<file path="src/rtl/enc_capture.sv">
// Quadrature encoder front end: synchronises A/B/Z, decodes x4 into a signed position,
// timestamps each legal step and streams {timestamp, position} through a FWFT sample FIFO.
module enc_capture #(
  parameter int unsigned SYNC_STAGES  = 2,
  parameter int unsigned FIFO_DEPTH   = 16,
  parameter bit          CLR_ON_INDEX = 1'b0
) (
  input  logic        clk,
  input  logic        areset,
  input  logic        enc_a,
  input  logic        enc_b,
  input  logic        enc_z,
  input  logic        enable,
  output logic [63:0] m_axis_tdata,
  output logic        m_axis_tuser,
  output logic        m_axis_tvalid,
  input  logic        m_axis_tready,
  output logic        m_axis_tlast,
  output logic [31:0] position,
  output logic [15:0] overflow_cnt,
  output logic [15:0] err_cnt
);

  localparam int unsigned PtrW = $clog2(FIFO_DEPTH);
  localparam int unsigned CntW = PtrW + 1;

  logic [SYNC_STAGES-1:0] a_sync_q, b_sync_q, z_sync_q;
  logic [1:0]             ab_prev_q;
  logic                   z_prev_q;
  logic [31:0]            pos_q, pos_d;
  logic [31:0]            ts_q;
  logic                   pend_q, pend_d;
  logic [15:0]            ovf_q, err_q;
  logic [PtrW-1:0]        wr_ptr_q, rd_ptr_q;
  logic [CntW-1:0]        count_q, count_d;
  logic [64:0]            mem_q [FIFO_DEPTH];

  logic [1:0] ab_cur, delta_idx;
  logic       step_fwd, step_rev, illegal, z_rise;
  logic       push, pop, full, wr_en, drop, tuser_in;

  // Map Gray-coded AB onto a 2-bit ring index so a step is a +/-1 difference.
  function automatic logic [1:0] gray_idx(input logic [1:0] ab);
    return {ab[1], ab[1] ^ ab[0]};
  endfunction

  always_comb begin
    ab_cur    = {a_sync_q[SYNC_STAGES-1], b_sync_q[SYNC_STAGES-1]};
    delta_idx = gray_idx(ab_cur) - gray_idx(ab_prev_q);
    step_fwd  = (delta_idx == 2'd1);
    step_rev  = (delta_idx == 2'd3);
    illegal   = (delta_idx == 2'd2);
    z_rise    = z_sync_q[SYNC_STAGES-1] & ~z_prev_q;

    pos_d = (CLR_ON_INDEX && z_rise) ? 32'd0 : pos_q;
    if (step_fwd) begin
      pos_d = pos_d + 32'd1;
    end else if (step_rev) begin
      pos_d = pos_d - 32'd1;
    end

    push     = (step_fwd | step_rev) & enable;
    tuser_in = pend_q | z_rise;
    pend_d   = push ? 1'b0 : (pend_q | z_rise);

    m_axis_tvalid = (count_q != '0);
    pop           = m_axis_tvalid & m_axis_tready;
    full          = (count_q == CntW'(FIFO_DEPTH));
    wr_en         = push & (~full | pop);
    drop          = push & full & ~pop;
    count_d       = count_q + CntW'(wr_en) - CntW'(pop);
  end

  always_ff @(posedge clk or posedge areset) begin
    if (areset) begin
      a_sync_q  <= '0;
      b_sync_q  <= '0;
      z_sync_q  <= '0;
      ab_prev_q <= 2'b00;
      z_prev_q  <= 1'b0;
      pos_q     <= '0;
      ts_q      <= '0;
      pend_q    <= 1'b0;
      ovf_q     <= '0;
      err_q     <= '0;
      wr_ptr_q  <= '0;
      rd_ptr_q  <= '0;
      count_q   <= '0;
    end else begin
      a_sync_q  <= {a_sync_q[SYNC_STAGES-2:0], enc_a};
      b_sync_q  <= {b_sync_q[SYNC_STAGES-2:0], enc_b};
      z_sync_q  <= {z_sync_q[SYNC_STAGES-2:0], enc_z};
      ab_prev_q <= ab_cur;
      z_prev_q  <= z_sync_q[SYNC_STAGES-1];
      pos_q     <= pos_d;
      ts_q      <= ts_q + 32'd1;
      pend_q    <= pend_d;
      if (drop && ovf_q != 16'hFFFF) ovf_q <= ovf_q + 16'd1;
      if (illegal && err_q != 16'hFFFF) err_q <= err_q + 16'd1;
      if (wr_en) wr_ptr_q <= wr_ptr_q + PtrW'(1);
      if (pop) rd_ptr_q <= rd_ptr_q + PtrW'(1);
      count_q <= count_d;
    end
  end

  // Storage needs no reset: the head is masked whenever the FIFO is empty.
  always_ff @(posedge clk) begin
    if (wr_en) mem_q[wr_ptr_q] <= {tuser_in, ts_q, pos_d};
  end

  always_comb begin
    m_axis_tdata = m_axis_tvalid ? mem_q[rd_ptr_q][63:0] : 64'd0;
    m_axis_tuser = m_axis_tvalid & mem_q[rd_ptr_q][64];
    m_axis_tlast = m_axis_tvalid;
    position     = pos_q;
    overflow_cnt = ovf_q;
    err_cnt      = err_q;
  end

endmodule

</file>
<file path="config.mk">
export PLATFORM = sky130hd
export DESIGN_NAME = enc_capture
export DESIGN_NICKNAME = d
export VERILOG_FILES = /design/src/rtl/enc_capture.sv
export SDC_FILE = /design/constraint.sdc
export NUM_CORES = 1
export LEC_CHECK = 0
export BUFFER_PORTS_ARGS = -buffer_cell sky130_fd_sc_hd__buf_2
export CORE_ASPECT_RATIO = 0.6
export CORE_MARGIN = 10
export CORE_UTILIZATION = 45
export CTS_BUF_LIST = sky130_fd_sc_hd__clkbuf_16
export DETAILED_ROUTE_END_ITERATION = 12
export PLACE_DENSITY = 0.62
export SETUP_SLACK_MARGIN = 0.5
export SYNTH_ARGS = -nofsm -noshare
export SYNTH_HDL_FRONTEND = slang
export SYNTH_SLANG_ARGS = --single-unit
</file>
<file path="constraint.sdc">
create_clock -name clk -period 10.2 [get_ports clk]
set_clock_uncertainty 0.2 [all_clocks]
set_input_delay 1.02 -clock clk [delete_from_list [all_inputs] [get_ports clk]]
set_output_delay 1.02 -clock clk [all_outputs]
set_load 0.05 [all_outputs]
</file>
; ---- Yosys cells after proc, flatten, opt, wreduce, memory -nomap -nowiden
; Memory sizes are Yosys's and may differ from the RTL's.
; Cells that the tools add are included.
[totals]
register_bits = 119
mem_bits_rw = 1040
inputBits = 7
out_inout_bits = 131
wordCells = 54
memories = 1
[mem_list]
columns = name, depth, word_bits, read_ports, rd_clocked_by_memory_dff, write_ports, line
row1 = mem_q, 16, 65, 1, 0, 1, 36  ; logic [64:0] mem_q [FIFO_DEPTH];
[op_classes]
add_sub_neg = 10
n_eq_ne = 6
n_mux = 6
n_bitwise = 15
reduce_logical = 3
[op_table]
columns = operator, n
row1 = 32-bit by 1-bit adder with 32-bit output (second input constant), 2
row2 = 32-bit 2-to-1 mux, 2
row3 = 64-bit 2-to-1 mux, 1
row4 = 16-bit by 1-bit adder with 16-bit output (second input constant), 2
row5 = 16-bit inequality test (second input constant), 2
row6 = 32-bit by 1-bit subtractor with 32-bit output (second input constant), 1
row7 = 4-bit by 1-bit adder with 4-bit output (second input constant), 2
row8 = 1-bit bitwise AND, 7
row9 = 5-bit by 1-bit adder with 5-bit output, 1
row10 = 5-bit == test (second input constant), 1
row11 = 5-bit nonzero test, 1
row12 = 5-bit by 1-bit subtractor with 5-bit output, 1
row13 = 2-bit == test (second input constant), 2
row14 = 1-bit 2-to-1 mux, 3
row15 = 1-bit inverter, 3
row16 = 1-bit OR, 3
row17 = 2-bit by 1-bit == test with 1-bit output (second input constant), 1
row18 = 1-bit logical AND, 2
row19 = 2-bit subtractor, 1
row20 = 1-bit XOR, 2

; ---- Logic depth before layout (Yosys ltp)
[logic_depth]
depth_word = 8
depth_mapped = 16
mapped_depth_nobuf = 16

; ---- Least setup slack after synthesis
; No wires, ideal clock.
[synth_path]
path_type = reg-to-reg
startpoint = register ab_prev_q[1]
endpoint = memory mem_q[5][0], enable pin
setup_time_ns = 0.582
arrival_ns = 6.633
required_ns = 9.418
path_slack_ns = 2.786
stages_incl_launch_ff = 9
n_path_buf = 2
period_less_slack_ns = 7.414
path_cell_list = dfrtp_1 -> xor2_1 -> ha_1 -> clkbuf_1 -> nand2b_1 -> nor2_1 -> clkbuf_1 -> nand2_1 -> nor3b_1
[synth_between]
elab_chain_len = 8
word_cells_on_any_way = 9
classes_between = add/sub (1) / eq/ne (2) / mux (2) / bitwise (4)
[synth_lines]
columns = element, line
row1 = "start, declared", 28  ; logic [1:0] ab_prev_q;
row2 = "start signal, assigned", 93  ; ab_prev_q <= ab_cur;
row3 = 1-bit XOR, 44  ; return {ab[1], ab[1] ^ ab[0]};
row4 = 2-bit subtractor *, 49  ; delta_idx = gray_idx(ab_cur) - gray_idx(ab_prev_q);
row5 = 2-bit by 1-bit == test with 1-bit output or 2-bit == test (tied branches), "50, 51"
row6 = 1-bit OR *, 62  ; push = (step_fwd | step_rev) & enable;
row7 = 1-bit bitwise AND *, 62
row8 = 1-bit bitwise AND *, 69  ; wr_en = push & (~full | pop);
row9 = 1-bit 2-to-1 mux *, 108  ; if (wr_en) mem_q[wr_ptr_q] <= {tuser_in, ts_q, pos_d};
row10 = 1-bit 2-to-1 mux (implied by the code) *, 108
row11 = "end, declared", 36
; Every way passes the cells marked *; elsewhere a longest branch is shown, timed or not.

; ---- Worst setup path after layout
[layout_path]
startpoint = register rd_ptr_q[1]
endpoint = output port m_axis_tdata[27]
[layout_between]
elab_chain_len = 2
[layout_lines]
columns = element, line
row1 = "start, declared", 34  ; logic [PtrW-1:0] wr_ptr_q, rd_ptr_q;
row2 = "start signal, assigned", 101  ; if (pop) rd_ptr_q <= rd_ptr_q + PtrW'(1);
row3 = memory 16 x 65 bit, n/a
row4 = 64-bit 2-to-1 mux, 112  ; m_axis_tdata = m_axis_tvalid ? mem_q[rd_ptr_q][63:0] : 64'd0;
row5 = "end, declared", 14  ; output logic [63:0] m_axis_tdata,
; No other way between the ends.

==> qor.txt <==
Commonest non-fill, non-tap cell in the layout = edfxtp_1
Die X = 431 µm
Synth area leader = edfxtp_1
CP Buf/Inv Count = 3
Yosys warns = 0
CP max stage delay = 0.89 ns
Total wire length = 104,000 µm
Most Frequent Cell on Critical Path = mux4_2
Avg Cell Area, Syn = 21.6 µm²
Core area = 101,000 µm²
Hold_buf cts = 0
Nets@finish = 2,310
Drt drc = 0
Total Routing Usage GR = 18.2%
Share of layout cells above drive strength 1 = 29.1%
Htree depth = 3
Sequential element share of the synthesized area = 75.0%
Slowest CP cell = dfrtp_4
Dpl hpwl = 55,500 µm
Chip height = 267 µm
First-pass GRT wire length = 155,000 µm
Crit path cell chain = buf_12 -> buf_4 -> mux4_2 -> mux4_2 -> and2_1 -> buf_2
Ys async rst share = 10.3%
Largest net degree at the start of global routing = 168
IO Pins = 138
DIE AREA = 115,000 µm²
Final Critical Period = 6.00 ns
Net Count, Synth = 2,132
Status = completed
RSZ-0062 raised after global routing = no
CTS tree = built
Max VDD drop = 0.249 mV
Vias in the first global route = 22,600
Gate Count Post-Synth = 2,107
Setup tns final = 0 ns
Worst Path Max Fanout = 167
Clk buf depth = 3
Initial antenna violation count = 3
Fill cells = 7,786
Port Buffers = 137
Placed inst area = 47,800 µm²
Worst Path Required = 8.98 ns
Clk sinks = 1,159
Post-CTS Resized = 0
Final hold viol count = 0
Share of the synthesized area in the top cell type = 68.5%
Clock Latency Late Sink = 0.69 ns
Leading post-synthesis cells by cell area = edfxtp_1 (68%), mux4_2 (16%), dfrtp_1 (6.5%)
Post-synth EDFFs = 1,040
# setup viols final = 0
Leak pwr = 0.0174 µW
Setup crit end kind = output port
Num CTS Buffers = 101
Vias per cell = 5.88
Mapped Area = 45,600 µm²
Power Density = 284 nW/µm²
Layout area overhead = 12.2%
Critical Path Start Type = register
Total grt overflow = 0
CP Class = reg2out
Max-slew violations = 0
Netlist cell types = 60
Clk pin slew, worst setup/hold paths = 0.07 ns
Max cap viols = 0
GPL Wtd Cong = 0.799
Vias = 21,800
Starting Density = 45.3%
Worst path top cell family by delay = buffers and inverters
Hold/Removal Path Class = reg2reg
Fmax = 167 MHz
Finished Cell Area = 51,200 µm²
Routed Antenna Nets = 0
CP arrival = 4.78 ns
Num rows = 90
Synth Register Bits = 1,159
Final Cycle Share = 58.8%
Top_reg_cell synth = edfxtp_1
TritonRoute pass-1 iters = 5
DR iter-0 viols = 2,311
CTS Root Cell = clkbuf_16
Average routed wire per standard cell = 28.1 µm
# Post-CTS Setup Buffers = 0
Most frequent cells in the layout = edfxtp_1 (1,040), mux4_2 (325), buf_2 (137)
Worst-Margin Slew = 1.34 ns
Rel. slew slack = 9.79%
-- power by group --
group / internal (µW) / switching (µW) / leakage (µW) / total (µW)
sequential: 5660 / 301 / 0.0114 / 5960
clock: 2190 / 1700 / 0.00168 / 3880
combinational: 1750 / 2940 / 0.00430 / 4680
-- layout make-up --
| class | instances | area, µm² | area share (%) |
|---|---|---|---|
| Tap cell | 1334 | 1670 | 3.26 |
| Antenna cell | 2 | 5.00 | 0.00978 |
| Clock inverter | 88 | 812 | 1.59 |
| Inverter | 20 | 80.1 | 0.156 |
| Timing Repair Buffer | 180 | 1030 | 2.02 |
| Sequential cell | 1159 | 34200 | 66.9 |
| Multi-Input combinational cell | 823 | 10800 | 21.2 |
| Clock buffer | 101 | 2530 | 4.94 |
-- kinds of logic after synthesis --
logic type	synth area share [%]
adders and majority gates	0.510
muxes	16.2
and+or+nand+nor	4.17
buffers and inverters	1.44
DFF	75.0
AOI/OAI and AO/OA	0.656
xor gates and xnor gates	2.01
-- path summary, 6_finish.rpt --
check | from | endpoint | slack [ns] | depth (start not counted)
min in group asynchronous | areset | overflow_cnt[11] | 0.24 | 2
setup / recovery | rd_ptr_q[1] | m_axis_tdata[27] | 4.20 | 6
hold / removal | b_sync_q[0] | b_sync_q[1] | 0.15 | 0
setup reg to reg | ab_prev_q[1] | mem_q[7][10] | 5.16 | 8
max in group asynchronous | areset | rd_ptr_q[0] | 8.27 | 3
hold reg to reg | b_sync_q[0] | b_sync_q[1] | 0.15 | 0
-- cell usage after synthesis, types with 20 or more instances --
library cell	number
buf_2	22
inv_1	20
dfrtp_1	119
nand2_1	51
nor2_1	36
nand3_1	34
xnor2_1	61
clkbuf_1	53
buf_6	21
and2_1	73
and3_1	21
xor2_1	41
nand4_1	37
edfxtp_1	1040
mux4_2	325
-- routing by layer --
metal / vias to the layer above / global-route usage [%] / share of wire, %
met4: 2 / 3.98 / 1.9
met5: - / 0 / 0.012
met3: 139 / 3.67 / 7.4
met2: 868 / 28.0 / 47
met1: 11700 / 26.8 / 44
li1: 9066 / - / -
-- sequential cells by signal, summed over array words and instances (netlist names) --
register / cells
mem_q: 1040
position: 32
ts_q: 32
err_cnt: 16
overflow_cnt: 16
count_q: 5
rd_ptr_q: 4
wr_ptr_q: 4
a_sync_q: 2
ab_prev_q: 2
b_sync_q: 2
z_sync_q: 2
pend_q: 1
z_prev_q: 1
-- worst reg2reg max path: cells and delay by family (launching register included) --
kind	cells	cell delay, ns
buffers and inverters	2	1.20
DFF	1	0.40
xor gates and xnor gates	1	0.15
and+or+nand+nor	4	2.04
adders and majority gates	1	0.64
-- stage by stage --
stage                     instances  total power, µW  setup slack (ns)  hold WS, ns  util (%)
after floorplan                2107             9550              2.79        0.131         -
after global placement         3515            10800              4.86        0.138      47.5
after detailed placement       3515            10800              4.84        0.136      47.5
after CTS                      3704            14700              4.07        0.150      50.9
after global routing           3705            15100              3.84        0.157      50.9
final                          3707            14500              4.20        0.148      50.9
Note: power is estimated with default switching activity, not from simulation.
